**src/rtl/world_pkg.sv**
```systemverilog
// rtl/world_pkg.sv - world map geometry, read tag type and cell-address helper
// Shared by the memory arbiter and the physics block.
package world_pkg;

  localparam int MAP_W  = 160;
  localparam int MAP_H  = 120;
  localparam int ADDR_W = 15;
  localparam int SCR_W  = 640;
  localparam int SCR_H  = 480;

  typedef enum logic [1:0] {
    TAG_NONE = 2'd0,
    TAG_VID  = 2'd1,
    TAG_PHY  = 2'd2,
    TAG_LD   = 2'd3
  } tag_t;

  // Off-screen coordinates map to the last cell instead of wrapping into the map.
  function automatic logic [ADDR_W-1:0] cell_addr(input logic [9:0] row, input logic [9:0] col);
    logic [ADDR_W-1:0] r;
    logic [ADDR_W-1:0] c;
    r = ADDR_W'(row[9:2]);
    c = ADDR_W'(col[9:2]);
    if (row >= 10'(SCR_H) || col >= 10'(SCR_W))
      return ADDR_W'(MAP_W * MAP_H - 1);
    return r * ADDR_W'(MAP_W) + c;
  endfunction

endpackage

```
**src/rtl/rr_arb2.sv**
```systemverilog
// rtl/rr_arb2.sv - two-requester round-robin arbiter with a grant-blocking input
// Grants are combinational; the pointer moves only when both requesters contend.
module rr_arb2 (
  input  logic clk,
  input  logic rst_n,
  input  logic block,
  input  logic req0,
  input  logic req1,
  output logic gnt0,
  output logic gnt1
);

  logic ptr;  // 0 favours req0 on the next contested cycle
  logic contested;

  always_comb begin
    gnt0      = 1'b0;
    gnt1      = 1'b0;
    contested = !block && req0 && req1;
    if (!block) begin
      if (contested) begin
        gnt0 = !ptr;
        gnt1 = ptr;
      end else begin
        gnt0 = req0;
        gnt1 = req1;
      end
    end
  end

  always_ff @(posedge clk or negedge rst_n) begin
    if (!rst_n)
      ptr <= 1'b0;
    else if (contested)
      ptr <= !ptr;
  end

endmodule

```
**src/rtl/world_mem_arbiter.sv**
```systemverilog
// rtl/world_mem_arbiter.sv - world-map BRAM arbiter: fixed video slot, round-robin game slots
// Optional wait counters are built when WORLD_ARB_PERF_EN is defined.
module world_mem_arbiter
  import world_pkg::*;
#(
  parameter int MEM_LAT = 1
) (
  input  logic              sys_clk,
  input  logic              sys_rst,
  input  logic              pixel_tick,
  input  logic              video_on,
  input  logic [9:0]        pixel_row,
  input  logic [9:0]        pixel_column,
  output logic [7:0]        world_pixel,
  input  logic              phy_req,
  input  logic [ADDR_W-1:0] phy_addr,
  output logic              phy_gnt,
  output logic              phy_rvalid,
  output logic [7:0]        phy_rdata,
  input  logic              ld_req,
  input  logic              ld_we,
  input  logic [ADDR_W-1:0] ld_addr,
  input  logic [7:0]        ld_wdata,
  output logic              ld_gnt,
  output logic              ld_rvalid,
  output logic [7:0]        ld_rdata,
  output logic              mem_en,
  output logic              mem_we,
  output logic [ADDR_W-1:0] mem_addr,
  output logic [7:0]        mem_wdata,
  input  logic [7:0]        mem_rdata
`ifdef WORLD_ARB_PERF_EN
  ,
  input  logic              perf_clr,
  output logic [15:0]       phy_wait_cnt,
  output logic [15:0]       ld_wait_cnt
`endif
);

  logic              video_slot;
  logic [ADDR_W-1:0] vid_addr;
  tag_t              tag_in;
  tag_t              tag_q [0:MEM_LAT];
  tag_t              ret_tag;
  logic [7:0]        pix_q;

  assign video_slot = pixel_tick && video_on;
  assign vid_addr   = cell_addr(pixel_row, pixel_column);

  rr_arb2 u_arb (
    .clk   (sys_clk),
    .rst_n (sys_rst),
    .block (video_slot),
    .req0  (phy_req),
    .req1  (ld_req),
    .gnt0  (phy_gnt),
    .gnt1  (ld_gnt)
  );

  always_comb begin
    tag_in = TAG_NONE;
    if (video_slot)
      tag_in = TAG_VID;
    else if (phy_gnt)
      tag_in = TAG_PHY;
    else if (ld_gnt && !ld_we)
      tag_in = TAG_LD;
  end

  always_ff @(posedge sys_clk or negedge sys_rst) begin
    if (!sys_rst) begin
      mem_en    <= 1'b0;
      mem_we    <= 1'b0;
      mem_addr  <= '0;
      mem_wdata <= '0;
    end else begin
      mem_en <= video_slot || phy_gnt || ld_gnt;
      mem_we <= ld_gnt && ld_we;
      if (video_slot) begin
        mem_addr <= vid_addr;
      end else if (phy_gnt) begin
        mem_addr <= phy_addr;
      end else if (ld_gnt) begin
        mem_addr  <= ld_addr;
        mem_wdata <= ld_wdata;
      end
    end
  end

  // Tag reaches the last stage in the same cycle the BRAM presents its read data.
  always_ff @(posedge sys_clk or negedge sys_rst) begin
    if (!sys_rst) begin
      for (int i = 0; i <= MEM_LAT; i++)
        tag_q[i] <= TAG_NONE;
    end else begin
      tag_q[0] <= tag_in;
      for (int i = 1; i <= MEM_LAT; i++)
        tag_q[i] <= tag_q[i-1];
    end
  end

  assign ret_tag    = tag_q[MEM_LAT];
  assign phy_rvalid = (ret_tag == TAG_PHY);
  assign ld_rvalid  = (ret_tag == TAG_LD);
  assign phy_rdata  = phy_rvalid ? mem_rdata : 8'h00;
  assign ld_rdata   = ld_rvalid ? mem_rdata : 8'h00;

  always_ff @(posedge sys_clk or negedge sys_rst) begin
    if (!sys_rst)
      pix_q <= 8'h00;
    else if (pixel_tick && !video_on)
      pix_q <= 8'h00;
    else if (ret_tag == TAG_VID)
      pix_q <= mem_rdata;
  end

  // Returning video data is forwarded so the colorizer sees it on arrival.
  assign world_pixel = (ret_tag == TAG_VID) ? mem_rdata : pix_q;

`ifdef WORLD_ARB_PERF_EN
  always_ff @(posedge sys_clk or negedge sys_rst) begin
    if (!sys_rst) begin
      phy_wait_cnt <= 16'h0000;
      ld_wait_cnt  <= 16'h0000;
    end else if (perf_clr) begin
      phy_wait_cnt <= 16'h0000;
      ld_wait_cnt  <= 16'h0000;
    end else begin
      if (phy_req && !phy_gnt && phy_wait_cnt != 16'hFFFF)
        phy_wait_cnt <= phy_wait_cnt + 16'd1;
      if (ld_req && !ld_gnt && ld_wait_cnt != 16'hFFFF)
        ld_wait_cnt <= ld_wait_cnt + 16'd1;
    end
  end
`endif

endmodule

```
**config.mk**
```make
export PLATFORM = sky130hd
export DESIGN_NAME = world_mem_arbiter
export DESIGN_NICKNAME = d
export VERILOG_FILES = /design/src/rtl/world_pkg.sv /design/src/rtl/rr_arb2.sv /design/src/rtl/world_mem_arbiter.sv
export SDC_FILE = /design/constraint.sdc
export NUM_CORES = 1
export LEC_CHECK = 0
export BUFFER_PORTS_ARGS = -buffer_cell sky130_fd_sc_hd__buf_2
export CAP_MARGIN = 20
export CORE_MARGIN = 3
export CORE_UTILIZATION = 29
export DETAILED_ROUTE_END_ITERATION = 10
export GPL_TIMING_DRIVEN = 0
export PLACE_DENSITY = 0.65
export SYNTH_ARGS = -nofsm -noshare
export SYNTH_HDL_FRONTEND = slang
export SYNTH_SLANG_ARGS = --single-unit
```
**constraint.sdc**
```tcl
create_clock -name sys_clk -period 1.6 [get_ports sys_clk]
set_input_delay 0.16 -clock sys_clk [delete_from_list [all_inputs] [get_ports sys_clk]]
set_output_delay 0.16 -clock sys_clk [all_outputs]
set_load 0.01 [all_outputs]
```
## Word level (Yosys, flattened, before mapping)

Index checks and enable logic that the tools add are counted.

| cells by class | value |
|---|---|
| add/sub/neg operators | 1 |
| $mul | 1 |
| equality and inequality tests | 3 |
| order comparisons | 2 |
| reduce and logical (&&, ||, !) cells | 15 |
| multiplexer cells | 17 |
| bitwise operators | 2 |

Operators with widths:

| cell | count |
|---|---|
| 2-to-1 mux 15 bit | 5 |
| 2-to-1 mux 8 bit | 4 |
| adder 15 x 8 -> 15 bit | 1 |
| >= comparator 10 bit, second input constant | 1 |
| >= comparator 10 x 9 -> 1 bit, second input constant | 1 |
| multiplier 8 x 3 -> 10 bit, second input constant | 1 |
| logical AND 1 bit | 6 |
| 2-to-1 mux 2 bit | 3 |
| 2-to-1 mux 1 bit | 5 |
| equality test 2 bit, second input constant | 2 |
| logical NOT 1 bit | 4 |
| logical OR 1 bit | 3 |
| AND reduction 3 bit | 1 |
| nonzero test 3 bit | 1 |
| equality test 2 x 1 -> 1 bit, second input constant | 1 |
| inverter 1 bit | 2 |

| word-level totals | value |
|---|---|
| word-level logic and storage cells | 49 |
| bits in registers | 38 |
| input bits | 73 |

## Logic depth before layout (Yosys ltp)

| logic depth | value |
|---|---|
| word-level depth | 10 |
| depth in mapped cells | 10 |
| depth with buffers taken out | 10 |

## Cells and area by module

A second synthesis with hierarchy kept.

| unflattened totals | value |
|---|---|
| cell total of the unflattened synthesis | 271 |
| area total of the unflattened synthesis | 2493.6 um^2 |

By module, submodules not included:

| module | area each (um^2) | instances | seq. area each (um^2) | cells each |
|---|---|---|---|---|
| world_mem_arbiter | 2427.3 | 1 | 925.9 | 264 |
| rr_arb2 | 66.3 | 1 | 25.0 | 7 |

## Least setup slack after synthesis

OpenSTA, ideal clock, no wires.

| timing path | value |
|---|---|
| path type | input -> register |
| start | input port pixel_row[3] |
| end | register mem_addr[14] |
| stages | 9 |
| path slack | -0.605 ns |
| data arrival time | 2.070 ns |
| buffers on the path | 0 |
| required time | 1.465 ns |
| path through | ha_1 > ha_1 > inv_1 > fa_1 > nand3b_1 > nor4_2 > nand3_1 > xnor2_1 > a32oi_1 |

| on the way | value |
|---|---|
| longest elaborated chain between the ends | 5 |
| elaborated cells on any way between the ends | 7 |
| classes of those cells | 1 x add/sub; 1 x mul; 1 x order compare; 3 x mux; 1 x reduce/logical |

RTL lines:

| item | line | source |
|---|---|---|
| start: declaration | world_mem_arbiter.sv:12 | `input logic [9:0] pixel_row,` |
| parallel branches: the longest is 3 deep, another holds adder 15 x 8 -> 15 bit | - |  |
| 2-to-1 mux 15 bit (*) | world_pkg.sv:26 | `return r * ADDR_W'(MAP_W) + c;` |
| 2-to-1 mux 15 bit (*) | world_mem_arbiter.sv:79 | `if (video_slot) begin` |
| end signal: assignment | world_mem_arbiter.sv:80 | `mem_addr <= vid_addr;` |
| end signal: assignment | world_mem_arbiter.sv:82 | `mem_addr <= phy_addr;` |
| end signal: assignment | world_mem_arbiter.sv:84 | `mem_addr <= ld_addr;` |
| end: declaration | world_mem_arbiter.sv:29 | `output logic [ADDR_W-1:0] mem_addr,` |

Mark *: on every way between the ends.
A chain may end at the register's enable or synchronous reset.

## Worst setup path in the final report

| timing path | value |
|---|---|
| start | input port pixel_row[5] |
| end | register mem_addr[14] |

The elaborated chain is that of the path after synthesis.

==> results_dict.tcl <==
set metrics [dict create \
    cts_buffers 5 \
    h-tree-depth 2 \
    min_path_type "input port to async pin" \
    die_w_um 97.04 \
    cp_cell_sequence "buf_8 > ha_4 > ha_4 > inv_2 > fa_2 > nand3b_1 > nor4_4 > nand3_1 > xnor2_1 > a32oi_1" \
    first_global_vias 2493 \
    core.rowCount 32 \
    antenna_found_initial 0 \
    period_share_pct 117.1 \
    fp.dieH_um 97.04 \
    critical_path_class "input port to flip-flop" \
    cts-hold-fix-buffers 0 \
    grt-ovfl-total 0 \
    clk_latency_ns 0.28 \
    fp.coreArea_mm2 0.007888 \
    clock_skew_ns 0.007362 \
    nets 508 \
    status "finished, violations left" \
    finalSetupViolations 5 \
    pin_count 126 \
    start_util_pct 30.47 \
    hold_viol 38 \
    rrSetupSlack_ns 0.15 \
    fill_cells 761 \
    yosysUniqueCellTypes 44 \
    routed_wl_mm 7.664 \
    synth_area_leaders "dfrtp_1 (40%), nand2_1 (9.5%), ha_1 (7.8%), mux2_2 (3.3%), and2_1 (3.1%)" \
    synth_edf_count 0 \
    crit_fanout 3 \
    violations "negative hold slack, negative setup slack" \
    path_common_cell "ha_4" \
    via_per_inst 4.873 \
    io_buffers 121 \
    irDropWorstVdd_v 0.0003046 \
    syn_nets 368 \
    maxCapViolCount 0 \
    clock.fmax_mhz 533.8 \
    cp_slowest_cell "fa_2" \
    dp_hpwl_mm 5.963 \
    clk_pin_slew_ns 0.07 \
    cts-root-buf "clkbuf_8" \
    dieArea_mm2 0.009417 \
    rsz0062_at_grt "true" \
    area_growth_pct 51.07 \
    gp_congestion 0.8791 \
    drive_above_1_share_pct 43.68 \
    hold_ws_ns -0.01631 \
    critical_path.endpoint_type "flip-flop" \
    yosysTopAreaCell "dfrtp_1" \
    worst_slack_ns -0.2734 \
    diodes 0 \
    startpoint_type "input port" \
    drc 0 \
    finalCriticalPeriod_ns 1.873 \
    place_ws_ns -0.8585 \
    final_util_pct 46.03 \
    total_power_mw 3.614 \
    cts_buffer_depth 2 \
    wire_per_inst_um 14.71 \
    yosysWarnings 0 \
    vias 2539 \
    worstPathArrival_ns 2.02 \
    dr.pass1.iters 5 \
    drtIter0Drc 129 \
    tightest_slew_ns 0.8497 \
    rr_startpoint "u_arb.ptr" \
    pwr_density_cell_mw_per_mm2 995.3 \
    drv_slew 0 \
    synth_flop_cell "dfrtp_1" \
    syn-cell-area_mm2 0.002404 \
    netlist_instances 278 \
    r2r_end "mem_addr[8]" \
    slew_headroom_pct 43.35 \
    crit_required_ns 1.74 \
    synth-async-reset-ratio_pct 100.0 \
    ys_seq_area_share_pct 39.56 \
    track_usage_pct 15.88 \
    syn_avg_cell_area_um2 8.646 \
    cts_tree "done" \
    yosysTopAreaCellShare_pct 39.56 \
    grt_pass1_wl_mm 12.26 \
    rr_worst_depth 7 \
    ys_ff_latch 38 \
    p_leak_nw 1.884 \
    cpPeakStageDelay_ns 0.43 \
    postRouteAntennaNets 0 \
    clock-sinks 38 \
    grt_max_degree 39 \
]
sequential cells by signal, indices dropped and copies added (netlist names):
register and flops:
mem_addr 15, mem_en 1, mem_wdata 8, mem_we 1
pix_q 8, ret_tag 2, tag_q 2, u_arb.ptr 1
logic make-up (layout without fill, tap and decap cells):
logic type / after synthesis / after routing / synth area share (%)
AOI/OAI and AO/OA: 53 / 53 / 13.80
xor gates and xnor gates: 11 / 11 / 4.321
adders and majority gates: 17 / 17 / 9.474
buffers and inverters: 25 / 165 / 4.060
DFF: 38 / 38 / 39.56
muxes: 8 / 8 / 3.748
and+or+nand+nor: 126 / 127 / 25.04
report_power, final:
group          internal, mW  switching, mW  total [mW]  leakage, nW
sequential             1.16         0.0946        1.25        0.463
combinational         0.784          0.796        1.58         1.37
clock                 0.466          0.313       0.780       0.0524
final cells by class:
| class | count | area [µm²] | share of cell area, % |
|---|---|---|---|
| plain buffers | 12 | 82.58 | 2.274 |
| clock buffers | 7 | 76.32 | 2.102 |
| clock inverters | 1 | 30.03 | 0.8270 |
| inverters | 12 | 45.04 | 1.241 |
| multi-input cells | 216 | 1541 | 42.45 |
| flip-flops and latches | 38 | 950.9 | 26.19 |
| well taps | 102 | 127.6 | 3.515 |
| repair buffers | 133 | 777.0 | 21.40 |
critical path: cells and delay by family:
| family | cells | cell delay, ns |
|---|---|---|
| xor gates and xnor gates | 1 | 0.19 |
| adders and majority gates | 3 | 0.82 |
| and+or+nand+nor | 3 | 0.55 |
| AOI/OAI and AO/OA | 1 | 0.13 |
| buffers and inverters | 2 | 0.15 |
cell usage after synthesis (2+ instances only):
master and number:
dfrtp_1 38, inv_1 11, nand2b_1 3, ha_1 15, a21oi_1 8, nand2_1 61
nor2b_1 11, nand3_1 15, and3_1 8, o21a_1 2, and2_1 12, fa_1 2
o21ai_1 11, nor2_1 10, o221ai_1 2, o22ai_1 5, xor2_1 3, xnor2_1 7
o21ai_0 12, clkbuf_1 10, mux2_2 7, buf_2 3
per-layer routing:
metal,vias up,wire [µm],global-route usage [%]
met5,-,0,0
met4,0,62,3.348
met3,8,547,4.110
met2,95,4012,29.41
met1,1203,3041,18.28
li1,1233,-,-
cells in the final DEF (no fill, tap or decap), types with 9 or more instances in the layout:
cell and instances:
dfrtp_1 38, nand3_1 13, buf_2 114, buf_4 9, ha_1 11, o21ai_0 11
inv_1 10, and2_1 12, nor2b_1 10, buf_6 12, o21ai_1 12, nand2_1 59
through the flow:
step	instances	instance area (µm²)	setup TNS [ns]	hold WS, ns
after floorplan	278	2452	-1.456	-0.1356
after global placement	501	3186	-4.181	0.3157
after detailed placement	501	3186	-4.487	0.3187
after CTS	518	3513	-0.9145	0.006604
after global routing	521	3631	-1.919	0.04319
final	521	3631	-1.185	-0.01631
what timing repair did:
action,CTS,global route
gates resized for setup,40,21
hold endpoints to repair,0,0
endpoints found under the setup margin,33,25
pin swaps,13,7
buffers inserted,9,3
cloned,0,1
worst max path at each step:
| stage | from | to | slack [ns] | cells after the start |
|---|---|---|---|---|
| floorplan | pixel_row[5] | mem_addr[14] | -0.49 | 10 |
| CTS | pixel_row[5] | mem_addr[14] | -0.24 | 10 |
| finish | pixel_row[5] | mem_addr[14] | -0.27 | 10 |
| global route | pixel_row[5] | mem_addr[14] | -0.34 | 11 |
| global placement | pixel_row[5] | mem_addr[14] | -0.81 | 11 |
| detailed placement | pixel_row[5] | mem_addr[14] | -0.86 | 11 |
No activity file was read; power rests on OpenSTA's default activity.
